**src/rtl/csr_unit.sv**
```systemverilog
// csr_unit
// Machine-mode CSR file and trap responder for the single-cycle RV32I core.
// Serves CSR reads/writes from the decoder, responds to MRET, takes timer
// and external interrupts, and keeps the 64-bit mcycle counter.
//
// Ports:
//   clk        core clock
//   rst        synchronous active-high reset
//   inst       current instruction; CSR address is inst[31:20]
//   pc         PC of the current instruction
//   wdata      CSR write data (rs1 value)
//   csr_reg_rd CSR read request
//   csr_reg_wr CSR write request
//   is_mret    current instruction is MRET
//   timer_intr level machine timer interrupt
//   ext_intr   level machine external interrupt
//   rdata      CSR read data (old value on a read-modify-write)
//   epc        redirect target PC
//   epc_taken  redirect fetch to epc this cycle
module csr_unit #(
  parameter logic [31:0] MTVEC_RESET = 32'h0000_0000,
  parameter bit          MCYCLE_EN   = 1'b1
) (
  input  logic        clk,
  input  logic        rst,
  input  logic [31:0] inst,
  input  logic [31:0] pc,
  input  logic [31:0] wdata,
  input  logic        csr_reg_rd,
  input  logic        csr_reg_wr,
  input  logic        is_mret,
  input  logic        timer_intr,
  input  logic        ext_intr,
  output logic [31:0] rdata,
  output logic [31:0] epc,
  output logic        epc_taken
);

  localparam logic [11:0] ADDR_MSTATUS = 12'h300;
  localparam logic [11:0] ADDR_MIE     = 12'h304;
  localparam logic [11:0] ADDR_MTVEC   = 12'h305;
  localparam logic [11:0] ADDR_MEPC    = 12'h341;
  localparam logic [11:0] ADDR_MCAUSE  = 12'h342;
  localparam logic [11:0] ADDR_MIP     = 12'h344;
  localparam logic [11:0] ADDR_MCYCLE  = 12'hB00;
  localparam logic [11:0] ADDR_MCYCLEH = 12'hB80;

  localparam logic [31:0] CAUSE_EXT   = 32'h8000_000B;
  localparam logic [31:0] CAUSE_TIMER = 32'h8000_0007;

  logic [11:0] csr_addr;
  logic [19:0] unused_inst_bits;

  logic        mstatus_mie;
  logic        mstatus_mpie;
  logic        mie_mtie;
  logic        mie_meie;
  logic        mip_mtip;
  logic        mip_meip;
  logic [31:0] mtvec;
  logic [31:0] mepc;
  logic [31:0] mcause;
  logic [63:0] mcycle;

  logic        irq_ext;
  logic        irq_timer;
  logic        take;
  logic        mret_fire;
  logic        wr_en;
  logic [31:0] trap_cause;
  logic [31:0] trap_base;
  logic [31:0] trap_target;

  assign csr_addr         = inst[31:20];
  assign unused_inst_bits = inst[19:0];

  // Interrupt selection: external beats timer, and nothing is taken in reset.
  assign irq_ext    = mip_meip & mie_meie;
  assign irq_timer  = mip_mtip & mie_mtie;
  assign take       = ~rst & mstatus_mie & (irq_ext | irq_timer);
  assign trap_cause = irq_ext ? CAUSE_EXT : CAUSE_TIMER;
  assign mret_fire  = ~rst & is_mret & ~take;

  // A trap or MRET in the same cycle swallows any CSR write, so the
  // interrupted instruction can simply re-execute after the return.
  assign wr_en = csr_reg_wr & ~take & ~is_mret;

  // Vectored mode only for mode==1; modes 2/3 fall back to direct.
  // 4*cause[30:0] truncated to 32 bits is just cause[29:0] shifted by 2.
  assign trap_base   = {mtvec[31:2], 2'b00};
  assign trap_target = (mtvec[1:0] == 2'b01) ? trap_base + {trap_cause[29:0], 2'b00}
                                             : trap_base;

  // Read mux returns the pre-edge value, which gives CSRRW its old-value
  // semantics when read and write land in the same cycle.
  always_comb begin
    rdata = 32'h0;
    if (!rst && csr_reg_rd) begin
      case (csr_addr)
        ADDR_MSTATUS: rdata = {24'h0, mstatus_mpie, 3'b000, mstatus_mie, 3'b000};
        ADDR_MIE:     rdata = {20'h0, mie_meie, 3'b000, mie_mtie, 7'h00};
        ADDR_MTVEC:   rdata = mtvec;
        ADDR_MEPC:    rdata = mepc;
        ADDR_MCAUSE:  rdata = mcause;
        ADDR_MIP:     rdata = {20'h0, mip_meip, 3'b000, mip_mtip, 7'h00};
        ADDR_MCYCLE:  rdata = mcycle[31:0];
        ADDR_MCYCLEH: rdata = mcycle[63:32];
        default:      rdata = 32'h0;
      endcase
    end
  end

  // Fetch redirect: trap entry has priority over MRET.
  always_comb begin
    epc_taken = 1'b0;
    epc       = 32'h0;
    if (take) begin
      epc_taken = 1'b1;
      epc       = trap_target;
    end else if (mret_fire) begin
      epc_taken = 1'b1;
      epc       = mepc;
    end
  end

  // Architectural state. mip is resampled every cycle, giving the one-cycle
  // interrupt latency. mcycle keeps counting through traps and MRET; a write
  // to either half replaces it and skips that cycle's increment.
  always_ff @(posedge clk) begin
    if (rst) begin
      mstatus_mie  <= 1'b0;
      mstatus_mpie <= 1'b0;
      mie_mtie     <= 1'b0;
      mie_meie     <= 1'b0;
      mip_mtip     <= 1'b0;
      mip_meip     <= 1'b0;
      mtvec        <= MTVEC_RESET;
      mepc         <= 32'h0;
      mcause       <= 32'h0;
      mcycle       <= 64'h0;
    end else begin
      mip_mtip <= timer_intr;
      mip_meip <= ext_intr;

      if (!MCYCLE_EN) begin
        mcycle <= 64'h0;
      end else if (wr_en && csr_addr == ADDR_MCYCLE) begin
        mcycle[31:0] <= wdata;
      end else if (wr_en && csr_addr == ADDR_MCYCLEH) begin
        mcycle[63:32] <= wdata;
      end else begin
        mcycle <= mcycle + 64'd1;
      end

      if (take) begin
        mepc         <= pc;
        mcause       <= trap_cause;
        mstatus_mpie <= mstatus_mie;
        mstatus_mie  <= 1'b0;
      end else if (mret_fire) begin
        mstatus_mie  <= mstatus_mpie;
        mstatus_mpie <= 1'b1;
      end else if (wr_en) begin
        case (csr_addr)
          ADDR_MSTATUS: begin
            mstatus_mie  <= wdata[3];
            mstatus_mpie <= wdata[7];
          end
          ADDR_MIE: begin
            mie_mtie <= wdata[7];
            mie_meie <= wdata[11];
          end
          ADDR_MTVEC:  mtvec  <= wdata;
          ADDR_MEPC:   mepc   <= {wdata[31:2], 2'b00};
          ADDR_MCAUSE: mcause <= wdata;
          default: ;
        endcase
      end
    end
  end

endmodule
```
**config.mk**
```make
export PLATFORM = sky130hd
export DESIGN_NAME = csr_unit
export DESIGN_NICKNAME = d
export VERILOG_FILES = /design/src/rtl/csr_unit.sv
export SDC_FILE = /design/constraint.sdc
export NUM_CORES = 1
export LEC_CHECK = 0
export BUFFER_PORTS_ARGS = -buffer_cell sky130_fd_sc_hd__buf_2
export CAP_MARGIN = 20
export CELL_PAD_IN_SITES_DETAIL_PLACEMENT = 0
export CELL_PAD_IN_SITES_GLOBAL_PLACEMENT = 1
export CORE_UTILIZATION = 42
export DETAILED_ROUTE_END_ITERATION = 7
export PLACE_DENSITY = 0.85
export SYNTH_ARGS = -nofsm -noshare
export SYNTH_HDL_FRONTEND = slang
export SYNTH_SLANG_ARGS = --single-unit
```
**constraint.sdc**
```tcl
create_clock -name clk -period 3.2 [get_ports clk]
set_clock_uncertainty 0.1 [all_clocks]
set_input_delay 0.32 -clock clk [delete_from_list [all_inputs] [get_ports clk]]
set_output_delay 0.32 -clock clk [all_outputs]
set_load 0.01 [all_outputs]
```
# After elaboration in Yosys (flattened, before gate mapping)
# Index checks and enable logic that the tools add are counted.
dict set report word_totals {
  reg_bits 166
  out_inout_bits 65
  elab_cells 81
}
dict set report classes {
  addsub 2
  n_eq_ne 11
  n_mux 26
  bitwise 13
  n_reduce_logical 18
}
# operator n
set op_table {}
lappend op_table {{2-to-1 mux 32 bit} 15}
lappend op_table {{one-hot mux 32 bit (8 select lines)} 1}
lappend op_table {{equality test 12 x 10 -> 1 bit, second input constant} 6}
lappend op_table {{adder 64 x 1 -> 64 bit, second input constant} 1}
lappend op_table {{adder 32 x 6 -> 32 bit} 1}
lappend op_table {{equality test 12 bit, second input constant} 2}
lappend op_table {{nonzero test 2 bit} 5}
lappend op_table {{2-to-1 mux 1 bit} 9}
lappend op_table {{bitwise AND 1 bit} 8}
lappend op_table {{AND reduction 4 bit} 2}
lappend op_table {{AND reduction 3 bit} 2}
lappend op_table {{nonzero test 3 bit} 2}
lappend op_table {{2-to-1 mux 4 bit} 1}
lappend op_table {{!= test 2 bit, second input constant} 2}
lappend op_table {{inverter 1 bit} 4}
lappend op_table {{AND reduction 2 bit} 2}
lappend op_table {{logical AND 1 bit} 3}
lappend op_table {{equality test 2 x 1 -> 1 bit, second input constant} 1}
lappend op_table {{OR reduction 2 bit} 1}
lappend op_table {{logical NOT 1 bit} 1}
lappend op_table {{bitwise OR 1 bit} 1}

# Longest topological paths before layout
# Gate-level depths: netlist (run 1).
dict set report logic_depth {
  word_depth 9
  ltp_mapped 10
  mapped_depth_nobuf 8
}

# Worst setup path before layout (run 1)
# OpenSTA, ideal clock, no wires.
dict set report synth_timing {
  path_type {input-to-output}
  startpoint {input inst[23]}
  endpoint {output rdata[21]}
  arrival_time_ns 2.147
  required_time_ns 2.780
  path_slack_ns 0.633
  stages 10
  path_buffers 4
  cell_sequence {nor4b_2 and3_1 buf_2 and3_1 buf_2 a2111oi_0 or3b_1 clkbuf_1 buf_2 a21oi_1}
}
dict set report synth_between {
  elab_chain_len 3
}
# item line
set synth_rtl {}
lappend synth_rtl {{start: declaration} 26} ;# input logic [31:0] inst,
lappend synth_rtl {{equality test 12 bit or equality test 12 x 10 -> 1 bit (tied branches)} 99} ;# case (csr_addr)
lappend synth_rtl {{one-hot mux 32 bit (8 select lines) *} 99}
lappend synth_rtl {{2-to-1 mux 32 bit *} 98} ;# if (!rst && csr_reg_rd) begin
lappend synth_rtl {{end: declaration} 34} ;# output logic [31:0] rdata,
# Every way passes the cells marked *; elsewhere a longest branch is shown, timed or not.

# Worst setup path in the final report (run 1)
dict set report layout_timing {
  startpoint {register mtvec[3]}
  endpoint {output epc[22]}
}
dict set report layout_between {
  elab_chain_len 3
}
# item line
set layout_rtl {}
lappend layout_rtl {{start: declaration} 60} ;# logic [31:0] mtvec;
lappend layout_rtl {{start signal: assignment} 173} ;# ADDR_MTVEC: mtvec <= wdata;
lappend layout_rtl {{adder 32 x 6 -> 32 bit} 91} ;# assign trap_target = (mtvec[1:0] == 2'b01) ? trap_base + {trap_cause[29:0], 2'b00}
lappend layout_rtl {{2-to-1 mux 32 bit} 91}
lappend layout_rtl {{2-to-1 mux 32 bit} 117} ;# if (take) begin
lappend layout_rtl {{end: declaration} 35} ;# output logic [31:0] epc,
# Every way passes these cells.

==> metrics.yaml, run 1 <==
cp_num_buf_inv: 3
p_per_area_nw_per_um2: 370.7
avgViaCountPerCell: 6.072
synthCells: 1315
routabilityCongestion: 0.9373
critPathRequiredTime_ns: 2.78
final-seq-area_um2: 3324
cts_tree: "done"
drc_errors: 3
r2r_start: "mcycle[0]$_SDFFE_PP0P_"
status: "finished, violations left"
area_growth_pct: 20.12
synth_seq_cells: 166
drtPass1Iterations: 8
fmaxAchievable_mhz: 322.6
grt_pass1_wl_um: 58440
cp_top_family: "compound AO/OA/AOI/OAI gates"
clk-insertion-delay-late_ns: 0.43
critPathMostFrequentCell: "o21ai_0"
path_class: "register to output port"
grt_setup_unrepaired: "no"
cts_sinks: 166
path_clk_slew_ns: 0.07
final_common_cell: "nand2_1"
syn_avg_cell_area_um2: 7.660
nets: 1563
whs_ns: 0.01204
ys_async_sr_fraction_pct: 0
antenna_found_initial: 0
yosysWarnings: 0
vias: 10860
violations: "DRC"
root_buffer: "clkbuf_16"
setup_viol: 0
worst_pin_slew_ns: 0.7755
die_area_um2: 24610
post_route_cells_drive_above_1_share_pct: 20.27
cts_buffers: 17
grt_max_degree: 76
synthFlopType: "dfxtp_1"
clock_path_buffers: 2
ir_drop_uv: 351.4
nFillCells: 2319
yosysUniqueCellTypes: 71
ant_nets: 0
die_x_um: 156.9
multiInputGateArea_um2: 6292
period_needed_ns: 3.100
grt_util_all_layers_pct: 31.14
num_io_pins: 168
r2r_slack_ns: 0.58
cp.arrival_ns: 2.68
drv_slew: 0
die_y_um: 156.9
synth_area_um2: 10070
first_iter_violations: 1160
coreArea_um2: 23470
min_from: "pc[1]"
placed_cells: 1733
worst-path-max-fanout: 6
syn-num-nets: 1420
final_cell_mix: "223 x nand2_1, 165 x dfxtp_1, 146 x buf_2, 122 x a21oi_1, 84 x nor2_1"
hold_viol_final: 0
overflow: 0
synth_edf_count: 0
yosysSeqAreaShare_pct: 32.99
port_buffers: 147
cellLeakagePower_uw: 0.004295
num_antenna_cells: 0
hold_class: "input pin to register"
fin_cells: 1789
grt_pass1_vias: 10200
slowest_stage: "dfxtp_1"
path_cells: "inv_1 > ha_1 > and3b_1 > o21ai_0 > a211oi_1 > buf_4 > nand4_1 > xor2_1 > o21ai_0 > buf_2"
routedWlPerCell_um: 21.31
rows: 56
finalWirelength_um: 38130
slowest_delay_ns: 0.41
setup-tns-final_ns: 0
start_util_pct: 42.92
crit_start: "mtvec[3]$_SDFFE_PP0P_"
htree_num_levels: 4
finalCritPeriodShare_pct: 96.87
start_kind: "register"
hpwl_um: 26500
cp-end-kind: "output port"
max_slew_margin_pct: 48.24
cap_violations: 0
## stage by stage
step / utilization, % / total power, uW / setup WS (ns) / instance area [um^2]
2_1_floorplan: - / 2233 / 0.6332 / 10070
3_3_place_gp: 47.96 / 2380 / 0.2905 / 11260
3_5_place_dp: 47.96 / 2381 / 0.2989 / 11260
4_1_cts: 51.49 / 4489 / 0.08454 / 12090
5_1_grt: 51.55 / 4595 / 0.001875 / 12100
6_report: 51.55 / 4486 / 0.1002 / 12100
## state kept, by name, summed over array words and instances (netlist names)
register	cells
mtvec	32
mcause	32
mcycle	64
mip_mtip	1
mip_meip	1
mstatus_mpie	1
mie_meie	1
mstatus_mie	1
mie_mtie	1
mepc	32
## metal layers
layer	wire, um	vias to the layer above	GRT usage [%]
li1	-	5081	-
met3	3690	89	6.923
met5	0	-	0
met1	16180	5167	41.70
met2	16990	526	48.17
met4	1263	0	12.61
## synth_stat cells (all sizes together) (18+ instances only)
cell    number  area, um^2
nand4       28       187.7
a21oi      122       610.6
nor3        34       185.2
a222oi      34       340.3
a211oi      31       232.7
nor2        87       326.6
mux2        33       371.6
xor2        18       157.7
and3        46       287.8
nand3       41       210.2
xnor2       37       324.1
nand2      224       843.3
dfxtp      166        3323
clkbuf      84       315.3
mux2i       47       470.5
o21ai       75       375.4
## area by class of cell
| cell class | count | area share (%) |
|---|---|---|
| clock buffer | 17 | 3.516 |
| timing repair buffer | 225 | 11.85 |
| inverter | 17 | 0.5273 |
| multi-input combinational | 1031 | 52.00 |
| tap | 319 | 3.299 |
| sequential | 166 | 27.47 |
| clock inverter | 14 | 1.334 |
## where the power goes
part           internal (uW)  total, uW  switching, uW
Combinational            106        278            173
Sequential              2070       2080           11.6
Clock                   1170       2120            954
Total                   3350       4490           1140
## tightest hold or removal path: cells and delay by family
family                 cells  cell delay, ns
buffers and inverters      1            0.09
AO/OA/AOI/OAI              1            0.05
AND/OR/NAND/NOR            1            0.04
## worst paths after layout
check / endpoint / cells after the start
max: epc[22] / 10
min: mepc[1]$_SDFFE_PP0P_ / 3
max reg2reg: mcycle[22]$_SDFFE_PP0P_ / 7
min reg2reg: mtvec[31]$_SDFFE_PP0P_ / 2
## what timing repair did
item | 4_1_cts | 5_1_grt
gates resized for setup | 0 | 2
buffers inserted | 0 | 1
endpoints found under the hold margin | 24 | 0
hold buffers | 24 | 0
endpoints found under the setup margin | 0 | 4
## logic make-up (layout without fill, tap and decap cells)
| logic type | after synthesis | count (layout) | synth area share [%] |
|---|---|---|---|
| simple gates | 551 | 551 | 27.14 |
| compound gates | 343 | 343 | 21.79 |
| flops | 166 | 166 | 32.99 |
| buf+inv | 118 | 273 | 4.695 |
| mux | 80 | 80 | 8.359 |
| xor+xnor | 55 | 55 | 4.782 |
| fa+ha+maj | 2 | 2 | 0.2484 |
No activity file was read; power rests on OpenSTA's default activity.
==> inputs of run 2 (changes only) <==
--- a/config.mk
+++ b/config.mk
@@ -9,9 +9,10 @@
 export CAP_MARGIN = 20
 export CELL_PAD_IN_SITES_DETAIL_PLACEMENT = 0
 export CELL_PAD_IN_SITES_GLOBAL_PLACEMENT = 1
-export CORE_UTILIZATION = 42
+export CORE_UTILIZATION = 43
+export CTS_BUF_LIST = sky130_fd_sc_hd__clkbuf_4 sky130_fd_sc_hd__clkbuf_8
 export DETAILED_ROUTE_END_ITERATION = 7
-export PLACE_DENSITY = 0.85
+export PLACE_DENSITY = 0.87
 export SYNTH_ARGS = -nofsm -noshare
 export SYNTH_HDL_FRONTEND = slang
 export SYNTH_SLANG_ARGS = --single-unit
==> run 2 against run 1 <==
  * The flow now finishes without violations
  * Worst setup slack gained 0.059 ns
  * Count of clock-buffer cells in the layout did not move
  * Clock power fell by 29%
  * Critical path type unchanged
  * Combinational power about the same
  * Global-route usage is 0.38 points higher
==> metrics.yaml, run 2 (same netlist as run 1, synthesis figures left out) <==
num_io_pins: 168
grt_pass1_wl_um: 58170
top_usage_layer: "met2"
final_cell_mix: "222 x nand2_1, 163 x dfxtp_1, 146 x buf_2, 122 x a21oi_1, 84 x nor2_1"
grt_max_degree: 76
drtPass1Iterations: 8
post_route_cells_drive_above_1_share_pct: 20.16
routedWlPerCell_um: 21.35
die_y_um: 155.1
root_buffer: "clkbuf_8"
place_area_um2: 11270
slowest_delay_ns: 0.37
vias: 10930
hold_class: "input pin to register"
use_met2_pct: 48.39
path_class: "register to output port"
cp-end-kind: "output port"
area_growth_pct: 18.56
status: "complete, no violations"
start_util_pct: 44.22
first_iter_violations: 1295
slowest_stage: "dfxtp_2"
cellLeakagePower_uw: 0.004194
setup_viol: 0
die_area_um2: 24040
drc_errors: 0
cp.arrival_ns: 2.62
max_slew_margin_pct: 50.96
largest_reg_flops: 64
cap_violations: 0
start_kind: "register"
path_cells: "inv_1 > ha_1 > and3b_1 > o21ai_0 > a211oi_1 > buf_4 > nand2_1 > xor2_1 > o21ai_0 > buf_4 > buf_2"
antenna_found_initial: 1
worst_pin_slew_ns: 0.7338
r2r_slack_ns: 0.51
hold_end: "mepc[20]$_SDFFE_PP0P_"
grtUsageMet1_pct: 43.20
final_area_um2: 11940
grt_util_all_layers_pct: 31.53
cts_buffers: 17
largest-register: "mcycle"
htree_num_levels: 4
avgViaCountPerCell: 6.131
final_common_cell: "nand2_1"
port_buffers: 147
path_clk_slew_ns: 0.10
cts_tree: "done"
r2r_cells: 7
p_per_area_nw_per_um2: 323.4
rows: 55
r2r_start: "mcycle[0]$_SDFFE_PP0P_"
finalWirelength_um: 38050
coreArea_um2: 22780
hold_viol_final: 0
min_from: "pc[20]"
drv_slew: 0
clk-insertion-delay-late_ns: 0.49
critPathRequiredTime_ns: 2.78
nets: 1560
r2r-end: "mcycle[18]$_SDFFE_PP0P_"
cts_sinks: 166
grt_pass1_vias: 10120
hpwl_um: 26200
period_needed_ns: 3.041
finalCritPeriodShare_pct: 95.03
overflow: 0
clock_path_buffers: 2
met3_usage_pct: 5.292
fin_cells: 1782
die_x_um: 155.1
whs_path_depth: 3
ant_nets: 0
placed_cells: 1721
worst-path-max-fanout: 4
routabilityCongestion: 0.9079
ir_drop_uv: 222.6
fmaxAchievable_mhz: 328.8
run 2: changes by cell type in the layout (fill, tap and decap cells not counted), moves of 2 or more:
cell           change
dlygate4sd3_1      +3
dfxtp_1            -2
clkinv_4           +2
dfxtp_2            +2
nor2_4             +2
bufinv_16          -2
clkbuf_8          +17
buf_12             +6
nor2_2             -2
inv_8              +2
buf_4             -12
clkbuf_16         -17
run 2: worst max-delay path: cells and delay by family, from the launching register on:
kind                     cells  cell delay [ns]
AO/OA/AOI/OAI                3             0.51
buffers and inverters        4             0.57
adder cells (fa/ha/maj)      1             0.25
flip-flops                   1             0.37
XOR/XNOR                     1             0.15
AND/OR/NAND/NOR              2             0.29
run 2: worst max path at each step:
| stage | from | endpoint | slack, ns | cells past startpoint |
|---|---|---|---|---|
| 2_1_floorplan | inst[23] | rdata[21] | 0.63 | 10 |
| 3_3_place_gp | inst[23] | rdata[3] | 0.43 | 9 |
| 3_5_place_dp | inst[23] | mcycle[17]$_SDFFE_PP0P_ | 0.35 | 9 |
| 4_1_cts | mtvec[2]$_SDFFE_PP0P_ | epc[20] | 0.02 | 11 |
| 5_1_grt | mtvec[2]$_SDFFE_PP0P_ | epc[20] | -0.003 | 11 |
| 6_report | mtvec[2]$_SDFFE_PP0P_ | epc[20] | 0.16 | 11 |
run 2: cell type report:
cell class              count  area, um^2
multi-input cells        1031        6300
repair buffers            222        1494
fillers                  2228       10840
diodes                      1       2.502
inverters                  17       63.81
clock inverters            15       130.1
well taps                 313       391.6
clock buffers              17       234.0
flip-flops and latches    166        3327
run 2: per-layer routing:
metal	vias to the layer above	share of wire (%)
met5	-	0
met4	0	3.8
met3	85	9.6
met2	538	44
met1	5221	42
li1	5082	-
run 2: timing repair:
item                                   in CTS  in global routing
setup endpoints to repair                   0                 23
gates resized for setup                     0                  8
endpoints found under the hold margin      27                  0
hold buffers                               27                  0
buffers inserted                            0                  1
run 2: through the flow:
| stage | hold WS (ns) | power [uW] | worst slack [ns] | setup TNS [ns] | util (%) |
|---|---|---|---|---|---|
| floorplan | 0.3286 | 2233 | 0.6332 | 0 | - |
| global placement | 0.3671 | 2378 | 0.4337 | 0 | 49.47 |
| detailed placement | 0.3754 | 2379 | 0.3492 | 0 | 49.47 |
| CTS | 0.005957 | 3866 | 0.02140 | 0 | 52.25 |
| global route | 0.02502 | 3960 | -0.002851 | -0.002851 | 52.42 |
| finish | 0.02568 | 3863 | 0.1590 | 0 | 52.43 |
run 2: where the power goes:
part	switching [uW]	internal (uW)
registers	12.4	2070
logic	175	106
clock network	929	567
==> inputs of run 3 (changes only) <==
--- a/config.mk
+++ b/config.mk
@@ -5,6 +5,7 @@
 export SDC_FILE = /design/constraint.sdc
 export NUM_CORES = 1
 export LEC_CHECK = 0
+export ABC_AREA = 0
 export BUFFER_PORTS_ARGS = -buffer_cell sky130_fd_sc_hd__buf_2
 export CAP_MARGIN = 20
 export CELL_PAD_IN_SITES_DETAIL_PLACEMENT = 0
==> constraint.sdc (replaced) <==
create_clock -name clk -period 3.2 [get_ports clk]
set_clock_uncertainty 0.1 [all_clocks]
set_input_delay 0.64 -clock clk [delete_from_list [all_inputs] [get_ports clk]]
set_output_delay 0.64 -clock clk [all_outputs]
set_load 0.01 [all_outputs]
==> run 3 against run 2 <==
  * The run now ends with setup timing left
  * Critical path depth decreased by 2
  * Hold slack improved by 0.21 ns
  * Fmax decreased by 6.5%
  * Sequential share of layout area decreased by 1.1 points
  * First-iteration DRC count decreased by 4.1%
  * Clock power increased by 15%
  * Wire length increased by 2.1%
  * Cell count increased by 0.62%
  * Critical endpoint is now rdata[5]
  * Largest cell class unchanged
==> metrics.yaml, run 3 (same netlist as run 1, synthesis figures left out) <==
status: "finished, violations left"
violations: "setup timing"
fin_util_pct: 55.00
p_seq_share_pct: 51.1
cts_tree: "done"
clk-insertion-delay-late_ns: 0.48
path_clk_slew_ns: 0.11
root_buffer: "clkbuf_8"
first_iter_violations: 1242
vias: 10960
drtPass1Iterations: 7
nets: 1572
period_needed_ns: 3.253
die_y_um: 155.1
die_area_um2: 24040
finalPower_uw: 4074
p_comb_share_pct: 6.8
drv_slew: 0
cts_sinks: 166
whs_path_depth: 3
final_area_um2: 12530
num_antenna_cells: 0
antenna_found_initial: 0
start_util_pct: 44.22
largest-register: "mcycle"
worst_pin_slew_ns: 0.8882
finalWirelength_um: 38850
swShare_pct: 26.79
final_common_cell: "nand2_1"
min_from: "pc[13]"
avgViaCountPerCell: 6.111
r2r_slack_ns: 0.51
setup_viol: 22
cts_buffers: 17
ir_drop_uv: 299.4
final_cell_mix: "221 x nand2_1, 150 x dfxtp_1, 130 x buf_2, 92 x a21oi_1, 82 x nor2_1"
p_int_uw: 2982
largest_reg_flops: 64
die_x_um: 155.1
place_area_um2: 11480
num_io_pins: 168
p_per_area_nw_per_um2: 325.2
path_class: "input pin to output port"
clock_path_buffers: 2
drc_errors: 0
routedWlPerCell_um: 21.67
hold_viol_final: 0
grt_max_degree: 74
worst-path-max-fanout: 8
p_switching_uw: 1091
fin_ws_ns: -0.05262
cellLeakagePower_uw: 0.004386
start_kind: "input pin"
critPathRequiredTime_ns: 2.46
grt_pass1_vias: 10130
coreArea_um2: 22780
power.share.clock_pct: 42.1
port_buffers: 147
routabilityCongestion: 0.9182
fin_cells: 1793
r2r-end: "mcycle[22]$_SDFFE_PP0P_"
max_slew_margin_pct: 40.78
fmaxAchievable_mhz: 307.4
htree_num_levels: 4
ant_nets: 0
post_route_cells_drive_above_1_share_pct: 26.96
area_growth_pct: 24.36
r2r_cells: 7
overflow: 0
r2r_start: "mcycle[0]$_SDFFE_PP0P_"
rows: 55
hold_end: "mepc[13]$_SDFFE_PP0P_"
cap_violations: 0
cp.arrival_ns: 2.51
grt_pass1_wl_um: 58460
cp-end-kind: "output port"
hold_class: "input pin to register"
grt_setup_unrepaired: "yes"
hpwl_um: 26880
placed_cells: 1753
finalCritPeriodShare_pct: 101.6
grt_util_all_layers_pct: 31.61
setup-tns-final_ns: -0.4837
run 3: cell count changes in the layout (fill, tap and decap cells not counted), sizes merged:
cell         delta
buf            +37
dlygate4sd3    -27
inv             -5
bufinv          +3
clkbuf          +3
clkinv          +1
diode           -1
run 3: how the worst max path moves through the flow:
stage / startpoint / end / cells past startpoint
2_1_floorplan: inst[23] / rdata[21] / 10
3_3_place_gp: inst[23] / rdata[19] / 9
3_5_place_dp: inst[23] / rdata[19] / 9
4_1_cts: inst[23] / rdata[3] / 9
5_1_grt: inst[25] / rdata[5] / 9
6_report: inst[25] / rdata[5] / 9
run 3: cell type report:
cell class,instances,area (um^2)
fillers,2158,10250
multi-input cells,1031,6628
flip-flops and latches,166,3353
repair buffers,234,1654
well taps,313,391.6
clock buffers,18,247.7
clock inverters,14,188.9
inverters,17,63.81
run 3: power groups by stage:
stage	clock [uW]	combinational (uW)	sequential, uW
after floorplan	0	105	2130
after global placement	0	260	2130
after detailed placement	0	261	2130
after CTS	1720	263	2080
after global routing	1800	287	2080
final	1720	275	2080
run 3: worst max-delay path: stages:
cell and delay [ns]:
buf_2 0.11, nor4b_4 0.28, and3_4 0.24, and3_4 0.18, a2111oi_2 0.05, or3b_4 0.51
clkbuf_16 0.23, a21oi_4 0.15, buf_6 0.12
run 3: layer usage:
layer,vias to the layer above,global-route usage (%),share of wire [%]
met2,571,49.64,46
met3,71,5.181,9.8
met4,0,11.69,2.7
met5,-,0,0
met1,5218,43.46,42
li1,5097,-,-
run 3: stage by stage:
step | hold WS (ns) | worst slack, ns
finish | 0.2387 | -0.05262
global route | 0.2226 | -0.09457
CTS | 0.2318 | -0.001980
detailed placement | 0.3724 | -0.1167
floorplan | 0.3489 | -0.006782
global placement | 0.3674 | -0.08104
run 3: repair_timing:
action | in CTS | in global routing
hold buffers | 0 | 0
endpoints found under the setup margin | 39 | 57
gates resized for setup | 27 | 109
pin swaps | 3 | 6
buffers inserted | 2 | 4
gates cloned | 0 | 2
